==> src/rtl/mem_access_unit_if.sv <==
// Data-cache request/response bus plus snoop invalidation seen by the memory stage.
// master = memory-stage controller, slave = data cache.
interface mem_access_unit_if #(
  parameter int ADDR_W = 32,
  parameter int DATA_W = 32
);
  logic              dREN;
  logic              dWEN;
  logic [ADDR_W-1:0] daddr;
  logic [DATA_W-1:0] dstore;
  logic              dhit;
  logic [DATA_W-1:0] dload;
  logic              snoop_inv;
  logic [ADDR_W-1:0] snoop_addr;

  modport master (
    output dREN, dWEN, daddr, dstore,
    input  dhit, dload, snoop_inv, snoop_addr
  );

  modport slave (
    input  dREN, dWEN, daddr, dstore,
    output dhit, dload, snoop_inv, snoop_addr
  );
endinterface

==> src/rtl/mem_access_unit.sv <==
// Memory-stage access controller: issues load/store/LL/SC to the data cache, stalls until dhit,
// holds the result until the pipeline advances, owns the LL/SC link register and the sticky halt.
module mem_access_unit #(
  parameter int ADDR_W = 32,
  parameter int DATA_W = 32
) (
  input  logic               CLK,
  input  logic               nRST,
  input  logic               mem_read_in,
  input  logic               mem_write_in,
  input  logic               datomic_in,
  input  logic               halt_in,
  input  logic [ADDR_W-1:0]  addr_in,
  input  logic [DATA_W-1:0]  wdata_in,
  input  logic               pipe_adv,
  mem_access_unit_if.master  dcif,
  output logic               mem_stall,
  output logic [DATA_W-1:0]  mem_rdata,
  output logic               halt_out
);

  localparam logic [1:0] IDLE = 2'd0;
  localparam logic [1:0] WAIT = 2'd1;
  localparam logic [1:0] DONE = 2'd2;
  localparam logic [1:0] HALT = 2'd3;

  logic [1:0]        state_q, state_d;
  logic              link_valid_q, link_valid_d;
  logic [ADDR_W-1:0] link_addr_q, link_addr_d;
  logic [DATA_W-1:0] rdata_q, rdata_d;
  logic              sc_ok_q, sc_ok_d;
  logic              halt_q, halt_d;

  logic is_ll, is_sc, halted, op, link_hit;
  logic sc_ok, sc_fail, active, ren, wen, stall, capture, snoop_hit;

  assign is_ll     = datomic_in & mem_read_in;
  assign is_sc     = datomic_in & mem_write_in;
  assign halted    = (state_q == HALT);
  assign op        = (mem_read_in | mem_write_in) & ~halted;
  assign link_hit  = link_valid_q & (link_addr_q == addr_in);
  assign sc_ok     = is_sc & link_hit;
  assign sc_fail   = is_sc & ~link_hit;
  assign active    = (state_q == IDLE) | (state_q == WAIT);
  assign snoop_hit = dcif.snoop_inv & (dcif.snoop_addr == link_addr_q);

  // Requests are gated by nRST so an asserted reset drops them without waiting for a clock.
  assign ren   = nRST & active & op & mem_read_in;
  assign wen   = nRST & active & op & mem_write_in & ~sc_fail;
  assign stall = (ren | wen) & ~dcif.dhit;

  // A failing SC completes locally: it never reaches the cache but still produces a result.
  assign capture = active & op & (((ren | wen) & dcif.dhit) | sc_fail);

  assign dcif.dREN   = ren;
  assign dcif.dWEN   = wen;
  assign dcif.daddr  = addr_in;
  assign dcif.dstore = wdata_in;
  assign mem_stall   = stall;
  assign halt_out    = halt_q;

  always_comb begin
    link_valid_d = link_valid_q;
    link_addr_d  = link_addr_q;
    rdata_d      = rdata_q;
    sc_ok_d      = sc_ok_q;

    // Snoop is applied first so that a same-cycle LL capture overrides it.
    if (snoop_hit) begin
      link_valid_d = 1'b0;
    end

    if (capture) begin
      if (mem_read_in) begin
        rdata_d = dcif.dload;
      end
      if (is_ll) begin
        link_valid_d = 1'b1;
        link_addr_d  = addr_in;
      end else if (is_sc) begin
        sc_ok_d = sc_ok;
        if (sc_ok) begin
          link_valid_d = 1'b0;
        end
      end else if (mem_write_in && (addr_in == link_addr_q)) begin
        link_valid_d = 1'b0;
      end
    end
  end

  always_comb begin
    state_d = state_q;
    halt_d  = halt_q;

    case (state_q)
      IDLE: begin
        if (capture) begin
          state_d = pipe_adv ? IDLE : DONE;
        end else if (stall) begin
          state_d = WAIT;
        end
      end
      WAIT: begin
        if (!op) begin
          state_d = IDLE;
        end else if (capture) begin
          state_d = pipe_adv ? IDLE : DONE;
        end
      end
      // Holding here keeps a completed access from re-issuing while another stage stalls.
      DONE: begin
        if (pipe_adv) begin
          state_d = IDLE;
        end
      end
      HALT: state_d = HALT;
      default: state_d = IDLE;
    endcase

    if (!halted && halt_in && !stall) begin
      state_d = HALT;
      halt_d  = 1'b1;
    end
  end

  always_comb begin
    mem_rdata = '0;
    if (nRST) begin
      if (active) begin
        mem_rdata = is_sc ? {{(DATA_W-1){1'b0}}, sc_ok} : dcif.dload;
      end else begin
        mem_rdata = is_sc ? {{(DATA_W-1){1'b0}}, sc_ok_q} : rdata_q;
      end
    end
  end

  always_ff @(posedge CLK or negedge nRST) begin
    if (!nRST) begin
      state_q      <= IDLE;
      link_valid_q <= 1'b0;
      link_addr_q  <= '0;
      rdata_q      <= '0;
      sc_ok_q      <= 1'b0;
      halt_q       <= 1'b0;
    end else begin
      state_q      <= state_d;
      link_valid_q <= link_valid_d;
      link_addr_q  <= link_addr_d;
      rdata_q      <= rdata_d;
      sc_ok_q      <= sc_ok_d;
      halt_q       <= halt_d;
    end
  end

endmodule

==> src/flat_wrapper.sv <==
// flat-port wrapper written by rule: the top's interface ports become plain ports
module mem_access_unit_flat 
#(
  parameter int ADDR_W = 32,
  parameter int DATA_W = 32
)
  (CLK, nRST, mem_read_in, mem_write_in, datomic_in, halt_in, addr_in, wdata_in, pipe_adv, mem_stall, mem_rdata, halt_out, dcif_dREN, dcif_dWEN, dcif_daddr, dcif_dstore, dcif_dhit, dcif_dload, dcif_snoop_inv, dcif_snoop_addr);
  mem_access_unit_if #(.ADDR_W(ADDR_W), .DATA_W(DATA_W)) dcif_i ();
  input  logic CLK;
  input  logic nRST;
  input  logic mem_read_in;
  input  logic mem_write_in;
  input  logic datomic_in;
  input  logic halt_in;
  input  logic [ADDR_W-1:0] addr_in;
  input  logic [DATA_W-1:0] wdata_in;
  input  logic pipe_adv;
  output logic mem_stall;
  output logic [DATA_W-1:0] mem_rdata;
  output logic halt_out;
  output wire logic [$bits(dcif_i.dREN)-1:0] dcif_dREN;
  output wire logic [$bits(dcif_i.dWEN)-1:0] dcif_dWEN;
  output wire logic [$bits(dcif_i.daddr)-1:0] dcif_daddr;
  output wire logic [$bits(dcif_i.dstore)-1:0] dcif_dstore;
  input wire logic [$bits(dcif_i.dhit)-1:0] dcif_dhit;
  input wire logic [$bits(dcif_i.dload)-1:0] dcif_dload;
  input wire logic [$bits(dcif_i.snoop_inv)-1:0] dcif_snoop_inv;
  input wire logic [$bits(dcif_i.snoop_addr)-1:0] dcif_snoop_addr;
  assign dcif_dREN = dcif_i.dREN;
  assign dcif_dWEN = dcif_i.dWEN;
  assign dcif_daddr = dcif_i.daddr;
  assign dcif_dstore = dcif_i.dstore;
  assign dcif_i.dhit = dcif_dhit;
  assign dcif_i.dload = dcif_dload;
  assign dcif_i.snoop_inv = dcif_snoop_inv;
  assign dcif_i.snoop_addr = dcif_snoop_addr;
  mem_access_unit #(.ADDR_W(ADDR_W), .DATA_W(DATA_W)) u_core (.CLK(CLK), .nRST(nRST), .mem_read_in(mem_read_in), .mem_write_in(mem_write_in), .datomic_in(datomic_in), .halt_in(halt_in), .addr_in(addr_in), .wdata_in(wdata_in), .pipe_adv(pipe_adv), .dcif(dcif_i), .mem_stall(mem_stall), .mem_rdata(mem_rdata), .halt_out(halt_out));
endmodule
==> config.mk <==
export PLATFORM = sky130hd
export DESIGN_NAME = mem_access_unit_flat
export DESIGN_NICKNAME = d
export VERILOG_FILES = /design/src/rtl/mem_access_unit_if.sv /design/src/rtl/mem_access_unit.sv /design/src/flat_wrapper.sv
export SDC_FILE = /design/constraint.sdc
export NUM_CORES = 1
export LEC_CHECK = 0
export ABC_AREA = 1
export CAP_MARGIN = 20
export CORE_MARGIN = 2
export CORE_UTILIZATION = 41
export DETAILED_ROUTE_END_ITERATION = 7
export PLACE_DENSITY = 0.87
export REMOVE_ABC_BUFFERS = 1
export SLEW_MARGIN = 20
export SYNTH_ARGS = -nofsm -noshare
export SYNTH_HDL_FRONTEND = slang
export SYNTH_SLANG_ARGS = --single-unit
==> constraint.sdc <==
create_clock -name CLK -period 2.82 [get_ports CLK]
set_clock_uncertainty 0.15 [all_clocks]
set_input_delay 0.564 -clock CLK [delete_from_list [all_inputs] [get_ports CLK]]
set_output_delay 0.564 -clock CLK [all_outputs]
set_load 0.02 [all_outputs]
==> flow_summary.yaml <==
status:
  status: "complete, no violations"
drt:
  remaining_drc_errors: 0
  route.antenna.remaining_nets: 0
  vias: 4962
  postRouteWirelength_mm: 15.6
  drt_iter0_markers: 301
  avgRoutedWirePerCell_um: 15.5
  drt_pass1_iterations: 5
  detail_route.vias_per_cell: 4.93
power:
  vdd_ir_drop_max_mv: 0.388
  power_frac_comb_pct: 45.6
  p_per_area_mw_per_mm2: 780
  switching_share_pct: 39.0
  totalPowerFinal_w: 0.00548
  cellLeakagePower_nw: 3.60
  power.switching_w: 0.00214
  pwr-share-seq_pct: 32.2
  power.share.clock_pct: 22.2
  power.internal_w: 0.00334
yosys:
  synthDistinctLibCells: 33
  synth_top_area_cell: "dfrtp_1"
  synth.ff_latch_count: 69
  synthCells: 679
  yosysTopAreaCellShare_pct: 36.1
  syn-cell-area_mm2: 0.00479
  synthTopCellsByArea: "dfrtp_1 (36%), nand2_1 (21%), buf_4 (11%), xnor2_1 (4.4%), a21oi_1 (3.6%)"
  ys_seq_area_share_pct: 36.1
  postSynth.topFlopCell: "dfrtp_1"
  post_synth_edffs: 0
  synthesized_area_divided_by_synthesized_cell_count_um2: 7.05
  synthTopCellsByCount: "nand2_1 (263), dfrtp_1 (69), buf_4 (68), inv_1 (37), a21oi_1 (34)"
  yosys_warnings: 0
  ys_async_sr_fraction_pct: 100
  yosysMostFrequentCell: "nand2_1"
sta:
  finalHoldViolations: 0
  layout_worst_path_cycle_share_pct: 99.2
  timing.final.crit_period_ns: 2.80
  setup_total_negative_slack_ns: 0
  slew_headroom_pct: 64.3
  timing_worst_slew_pin_value_ns: 0.536
  max_freq_mhz: 358
  finalSetupViolations: 0
  setup_repair_after_global_routing_missed_its_margin: "yes"
  slew_violations: 0
global_routing:
  gr-usage-met2_pct: 38.3
  antenna_violations_before_repair: 0
  grt_pass1_wl_mm: 25.1
  globalRouteOverflowTotal: 0
  first_global_vias: 5023
  busiest_layer: "met2"
  grtUsageMet3_pct: 8.53
  globalRouteTotalUtil_pct: 25.1
  gr-usage-met1_pct: 32.6
  grt_start_max_net_pins: 42
clock_tree:
  cts_max_level: 3
  numClockSinks: 69
  clk_transition_reported_paths_ns: 0.06
  clock_tree.buffer_depth: 2
  tritoncts: "built"
  insertion_delay_ns: 0.33
  clockRootBuffer: "clkbuf_16"
  cts_made_buffers: 9
floorplanning:
  dieWidth_um: 112
  effective_utilization_at_floorplan_pct: 41.9
  placementRows: 39
  core_region_area_mm2: 0.0114
  die_y_um: 112
  die_area_mm2: 0.0126
  boundaryPins: 237
finish:
  final.fill_count: 1025
  final_net_count: 995
  relative_area_change_from_synthesis_to_final_layout_pct: 46.5
  n_antenna_cell: 0
  post_route_cells_drive_above_1_share_pct: 17.7
placement:
  place.port_buffers: 172
  dp.final_hpwl_mm: 11.8
  routabilityCongestion: 0.850
critical_path:
  critPathKind: "in2out"
  critPathMaxFanout: 3
  crit_required_ns: 2.11
  critical_path.startpoint_type: "primary input"
  worstSetupEndpointType: "primary output"
  arrival_ns: 2.08
job:
  drv_cap: 0
worst_hold_path:
  hp-class: "in2async"
[cell families after synthesis]
kind of cell | count (synthesis) | share of synthesized area (%)
and+or+nand+nor | 339 | 28.8
buffers and inverters | 137 | 17.0
DFF | 69 | 36.1
xor gates and xnor gates | 36 | 6.58
AOI/OAI and AO/OA | 98 | 11.6
[power by group through the flow]
stage,sequential (W),combinational (W),clock (W)
2_1_floorplan,0.00177,0.00137,0
5_1_grt,0.00182,0.00282,0.00128
3_5_place_dp,0.00176,0.00257,0
4_1_cts,0.00176,0.00250,0.00123
3_3_place_gp,0.00174,0.00249,0
6_report,0.00176,0.00250,0.00122
[through the flow]
| step | cell area (µm²) | utilization (%) | instances | setup slack [ns] | hold slack, ns |
|---|---|---|---|---|---|
| global route | 7020 | 61.5 | 1006 | -0.107 | 0.183 |
| floorplan | 4150 | - | 587 | -0.539 | 0.118 |
| global placement | 6630 | 58.1 | 974 | -0.681 | 0.306 |
| CTS | 6980 | 61.1 | 1002 | 0.00628 | 0.149 |
| finish | 7020 | 61.5 | 1006 | 0.0229 | 0.158 |
| detailed placement | 6630 | 58.1 | 974 | -0.697 | 0.320 |
[state kept, by name, summed over array words and instances, names as in the netlist]
| register | flops |
|---|---|
| u_core.link_addr_q | 32 |
| u_core.rdata_q | 32 |
| u_core.state_q | 2 |
| u_core.halt_out | 1 |
| u_core.link_valid_q | 1 |
| u_core.sc_ok_q | 1 |
[cell type report]
type,count,area (µm²),area share [%]
flip-flops and latches,69,1730,24.6
clock inverters,6,87.6,1.25
multi-input cells,473,2300,32.7
repair buffers,260,2330,33.2
inverters,45,169,2.41
clock buffers,10,229,3.26
well taps,143,179,2.55
[worst max-delay path, cell delays in order]
cell and delay [ns]:
dlygate4sd2_1 0.28, inv_2 0.08, nand2_1 0.05, nand2_1 0.05, nand2_1 0.06, nor2_1 0.10, nand2_1 0.09, nor2_2 0.17
nand3_2 0.13, nand2_2 0.10, o21a_1 0.13, o21ai_2 0.05, nor2_1 0.09, buf_4 0.15
[layer usage]
metal	vias up	wire length, µm
met3	38	1270
met2	192	7060
met5	-	40
li1	2447	-
met1	2283	6740
met4	2	484
[worst paths after layout]
kind                       depth (start not counted)                              start                        endpoint  slack (ns)
max                                               14                         addr_in[9]                    mem_rdata[0]        0.02
min                                                2                               nRST      u_core.sc_ok_q$_DFFE_PN0P_        0.16
max reg2reg                                       16  u_core.link_addr_q[8]$_DFFE_PN0P_  u_core.rdata_q[20]$_DFFE_PN0P_        0.24
min reg2reg                                        2     u_core.rdata_q[26]$_DFFE_PN0P_  u_core.rdata_q[26]$_DFFE_PN0P_        0.33
max in group asynchronous                          2                               nRST  u_core.rdata_q[24]$_DFFE_PN0P_        1.92
min in group CLK                                   2     u_core.rdata_q[26]$_DFFE_PN0P_  u_core.rdata_q[26]$_DFFE_PN0P_        0.33
[cell usage in the layout (no fill, tap or decap), types with 13 or more instances in the layout]
master / n
inv_2: 13
dfrtp_1: 69
buf_4: 87
nand3_1: 32
o21ai_0: 31
inv_1: 32
nand2_1: 261
dlygate4sd2_1: 56
clkdlybuf4s50_1: 104
a21oi_1: 34
nor2_1: 23
xnor2_1: 20
[repair_timing]
| action | 4_1_cts | 5_1_grt |
|---|---|---|
| pin swaps | 17 | 27 |
| hold buffers | 0 | 0 |
| buffers inserted | 12 | 4 |
| setup endpoints to repair | 101 | 29 |
| gates resized for setup | 85 | 20 |
Note: power is estimated with default switching activity, not from simulation.
==> RTL change 1: new RTL, config.mk and constraints unchanged <==
`DATA_W` is set to 32 in 3 places; all go to 16.
--- a/src/rtl/mem_access_unit_if.sv
+++ b/src/rtl/mem_access_unit_if.sv
@@ -3,5 +3,5 @@
 interface mem_access_unit_if #(
   parameter int ADDR_W = 32,
-  parameter int DATA_W = 32
+  parameter int DATA_W = 16
 );
   logic              dREN;
--- a/src/rtl/mem_access_unit.sv
+++ b/src/rtl/mem_access_unit.sv
@@ -3,5 +3,5 @@
 module mem_access_unit #(
   parameter int ADDR_W = 32,
-  parameter int DATA_W = 32
+  parameter int DATA_W = 16
 ) (
   input  logic               CLK,
--- a/src/flat_wrapper.sv
+++ b/src/flat_wrapper.sv
@@ -3,5 +3,5 @@
 #(
   parameter int ADDR_W = 32,
-  parameter int DATA_W = 32
+  parameter int DATA_W = 16
 )
   (CLK, nRST, mem_read_in, mem_write_in, datomic_in, halt_in, addr_in, wdata_in, pipe_adv, mem_stall, mem_rdata, halt_out, dcif_dREN, dcif_dWEN, dcif_daddr, dcif_dstore, dcif_dhit, dcif_dload, dcif_snoop_inv, dcif_snoop_addr);
Interface: changed (resized dcif_dload, dcif_dstore, mem_rdata and wdata_in); port bits go from 237 to 173. The function was not compared with the original's and may differ.
==> RTL change 1 against the original RTL <==
Power decreased by 25%; non-clock buffer count decreased by 28; wire length decreased by 25%; die area decreased by 19%; setup slack improved by 0.073 ns; final cell count decreased by 18%; largest power group unchanged; worst hold slack got worse by 0.034 ns; design area decreased by 20%; utilization decreased by 0.12 points; area after synthesis decreased by 19%; largest cell class unchanged; sequential cell count decreased by 16.
==> RTL change 1: results (changes against the original RTL) <==
Tracing the worst setup path back leads to its startpoint at addr_in[15]. The worst supply voltage drop on vdd was 297 uV (-23%); the number of clock buffers inserted by TritonCTS was 5 (-4). The insertion delay to the later sink of the worst-skew pair is 0.31 ns (-0.02 ns), and the internal power is 2.44 mW (-27%). By area the synthesized netlist is led by dfrtp_1 (34%), nand2_1 (19%), buf_4 (9.3%), xnor2_1 (6.8%), nand3_1 (4.5%). The clock-pin transition on the worst setup and hold timing paths is 0.10 ns (+0.04 ns), and the mean instance size in the synthesized netlist is 7.15 um^2 (+1.4%).

In this run the critical register-to-register path is captured at u_core.link_addr_q[8]. The run gives 0.896 (+5.4%) as the final estimated routing congestion in global placement. The overall fraction of global-route tracks in use was 23.4% (-1.8 points). The HPWL reported at the end of detailed placement came out at 9150 um (-22%). The combinational share of power came out at 54.5% (+8.9 points). The run gives 0.124 ns (-0.0343 ns) as the worst hold slack after final layout. The tools report the arrival time at the worst endpoint as 2.01 ns (-0.07 ns).

The number of nets in the finished design is 819 (-18%). The tools report the clock tree root buffer cell as clkbuf_8. The leakage power was 2.90 nW (-19%). The startpoint identified for the worst register-to-register timing path is u_core.link_addr_q[11]. The number of vias per cell works out to 4.87 (-1.2%). The run gives 218 (-28%) as the initial DRC count. The tools report the post-placement setup slack as -0.692 ns (+0.00473 ns). For the cell area after placement, the log shows 5540 um^2 (-16%). The register-to-register setup slack was 0.47 ns (+0.23 ns); the placed instance count was 810 (-17%). The sequential power came out at 1.39 mW (-21%). The deepest level of the CTS H-tree was 2 (-1); the via count of the first global-routing pass was 4,083 (-19%). For the non-filler instance count after layout, the log shows 826 (-18%). The depth of the worst register-to-register path is 17 (+1). The flow ran to the end, and the final reports show no timing, DRC or antenna violations.
## RTL change 1: changes by cell type in the layout (fill, tap and decap cells not counted), moves of 9 or more
cell | before | now
o21ai_0 | 31 | 22
a21oi_1 | 34 | 18
clkbuf_16 | 9 | 0
nand2_1 | 261 | 191
dfrtp_1 | 69 | 53
dlygate4sd2_1 | 56 | 25
clkdlybuf4s50_1 | 104 | 88
o21ai_1 | 12 | 2
clkbuf_2 | 4 | 13
## RTL change 1: critical path, stage by stage
cell and delay (ns):
dlygate4sd2_1 0.26, xnor2_1 0.15, nand2_1 0.09, nor2_2 0.11, nand2_1 0.08, nor2_2 0.13, nand3_2 0.11, nand2_2 0.10
nand2_2 0.06, inv_1 0.05, clkdlybuf4s15_1 0.31
## RTL change 1: routing by layer
| layer | up-vias | share of wire [%] | GRT usage (%) |
|---|---|---|---|
| met5 | - | 0 | 0 |
| met4 | 0 | 1.4 | 5.72 |
| met3 | 14 | 6.8 | 4.72 |
| met2 | 163 | 50 | 40.3 |
| met1 | 1845 | 42 | 30.0 |
| li1 | 2002 | - | - |
## RTL change 1: repair_timing
action	CTS	global route
resized for setup	67	48
pin swaps	16	41
gates cloned	0	0
endpoints found under the setup margin	19	13
setup buffers	5	3
## RTL change 1: layout make-up
cell class	count	area [um^2]
flip-flops and latches	53	1330
inverters	46	173
clock buffers	7	96.3
repair buffers	232	2000
fillers	819	3560
well taps	111	139
multi-input cells	376	1900
clock inverters	1	5.00
## RTL change 1: logic make-up after synthesis
| family | synth area share (%) |
|---|---|
| buf+inv | 17.4 |
| compound gates | 10.3 |
| flops | 34.3 |
| xor+xnor | 8.17 |
| simple gates | 29.7 |
==> RTL change 2: new RTL, same settings <==
Without the edit above. Take the reset off `link_addr_q` and `rdata_q` and load them in a clocked block of their own.
--- a/src/rtl/mem_access_unit.sv
+++ b/src/rtl/mem_access_unit.sv
@@ -139,6 +139,4 @@
       state_q      <= IDLE;
       link_valid_q <= 1'b0;
-      link_addr_q  <= '0;
-      rdata_q      <= '0;
       sc_ok_q      <= 1'b0;
       halt_q       <= 1'b0;
@@ -146,6 +144,4 @@
       state_q      <= state_d;
       link_valid_q <= link_valid_d;
-      link_addr_q  <= link_addr_d;
-      rdata_q      <= rdata_d;
       sc_ok_q      <= sc_ok_d;
       halt_q       <= halt_d;
@@ -153,4 +149,9 @@
   end
 
+  always_ff @(posedge CLK) begin
+    link_addr_q <= link_addr_d;
+    rdata_q     <= rdata_d;
+  end
+
 endmodule
 
Check against the original RTL: not equivalent (Yosys sat finds a counterexample within 4 cycles, from zero or initial values and one cycle with nRST low).
==> RTL change 2 against the original RTL <==
Utilization rose by 1.6 points; area after synthesis fell by 12%; design area fell by 11%; wire length fell by 14%; sequential cell count did not move; setup slack improved by 0.097 ns; fmax rose by 3.6%.
Power is not compared: it rests on default switching activity, and its combinational part moved more than twofold at a synthesized area within 25%.
==> RTL change 2: results (changes against the original RTL) <==
Sorting the synthesized cells by how often they occur yields nand2_1 (142), buf_4 (64), edfxtp_1 (64), inv_1 (35), a21oi_1 (34). The worst hold slack after final layout was 0.258 ns (+0.0997 ns); the register-to-register setup slack was 0.38 ns (+0.14 ns). The startpoint of the worst register-to-register path was u_core.link_addr_q[31].

The tree is rooted in a clkbuf_8. The worst register-to-register path ends at u_core.rdata_q[6]. The largest net degree at the start of global routing came out at 33 (-21%).

The maximum operating frequency was 370 MHz (+3.6%); the via count was 3,879 (-22%). The complex-gate fraction of the synthesized area works out to 6.98% (-4.7 points). The flow ran to the end, and the final reports show no timing, DRC or antenna violations. The sum of routed wire length over all layers came out at 13,500 um (-14%). The clock-pin transition on the worst setup and hold timing paths is 0.08 ns (+0.02 ns). Worst slew margin relative to its limit: 69.7% (+5.5 points).

The post-placement setup slack is -0.651 ns (+0.0455 ns), and the number of nets in the finished design is 788 (-21%). The synthesized-area fraction occupied by xor and xnor cells works out to 7.51% (+0.93 points). Initial DRC count: 212 (-30%).

The logs give 4 (-1) for the length of the first detailed-routing pass in iterations and 10,700 um (-8.9%) for the HPWL reported at the end of detailed placement. The depth of the worst register-to-register path is 14 (-2). The proportion of register bits with asynchronous set or reset after synthesis was 7.25% (-93 points). The run gives 20,100 um (-20%) as the wire length of the first global-routing pass. Number of enable flip-flop cells after synthesis: 64 (+64). Sequential-to-total area share from yosys stat: 48.8% (+13 points). The number of inserted filler cells in the final layout was 801 (-22%); the fraction of final layout cells with drive strength greater than 1 was 17.1% (-0.66 points). The logs give 28 (-15%) for the count of distinct cell types in the synthesized netlist and 24.0% (-1.2 points) for the overall fraction of global-route tracks in use.

The logs give 0.891 (+4.8%) for the final estimated routing congestion in global placement and 0.35 ns (+0.02 ns) for the insertion delay to the later sink of the worst-skew pair.
==> RTL change 2: changes by cell type after synthesis, sizes merged, moves of 10 or more <==
| cell | delta |
|---|---|
| clkbuf | -10 |
| dfrtp | -64 |
| o21ai | -47 |
| nand2 | -119 |
| nand3 | -18 |
| edfxtp | +64 |
==> RTL change 2: kinds of logic after synthesis <==
logic type,Yosys count
AO/OA/AOI/OAI,53
XOR/XNOR,36
buffers and inverters,118
flip-flops,69
AND/OR/NAND/NOR,204
==> RTL change 2: area by class of cell <==
class | instances | area share, %
clock inverter | 7 | 1.45
clock buffer | 9 | 1.99
timing repair buffer | 234 | 34.4
inverter | 44 | 2.65
sequential | 69 | 32.9
multi-input combinational | 293 | 24.0
tap | 133 | 2.67
==> RTL change 2: repair_timing <==
action	CTS	global route
gates resized for setup	79	10
setup buffers	7	3
endpoints found under the setup margin	35	4
pin swaps	9	4
==> RTL change 2: where the power goes <==
group          internal, mW  switching, mW
Clock                 0.493          0.398
Combinational         0.505          0.695
Sequential             1.20         0.0543
==> RTL change 2: how the worst max path moves through the flow <==
| stage | endpoint | start | cells after the start |
|---|---|---|---|
| 2_1_floorplan | u_core.rdata_q[0] | u_core.state_q[1] | 9 |
| 3_3_place_gp | mem_rdata[0] | addr_in[27] | 12 |
| 3_5_place_dp | mem_stall | addr_in[4] | 13 |
| 4_1_cts | mem_stall | addr_in[5] | 15 |
| 5_1_grt | mem_stall | u_core.link_addr_q[31] | 12 |
| 6_report | mem_stall | addr_in[29] | 15 |
==> RTL change 2: metal layers <==
layer	GRT usage (%)	wire (um)	up-vias
li1	-	-	1849
met1	26.7	5190	1755
met2	37.8	6150	238
met3	14.0	1740	35
met4	8.10	313	2
met5	5.71	81	-
==> RTL change 2: per-stage QoR <==
stage / utilization [%] / cell area, um^2 / std cells / setup TNS [ns]
2_1_floorplan: - / 3680 / 406 / -63.13
3_3_place_gp: 60.8 / 6000 / 763 / -16.19
3_5_place_dp: 60.8 / 6000 / 763 / -21.44
4_1_cts: 62.6 / 6170 / 786 / 0
5_1_grt: 63.1 / 6220 / 789 / -0.139
6_report: 63.1 / 6220 / 789 / 0
==> RTL change 2: critical path, stage by stage <==
cell,delay [ns]
dlygate4sd2_1,0.27
inv_1,0.07
nand2_1,0.05
nand2_1,0.06
nand2_1,0.05
nor2_1,0.11
nand2_1,0.08
nor2_2,0.15
nand3_2,0.11
nand2_4,0.08
nand2_2,0.07
nand2_2,0.09
nand2_2,0.06
inv_2,0.06
buf_6,0.11
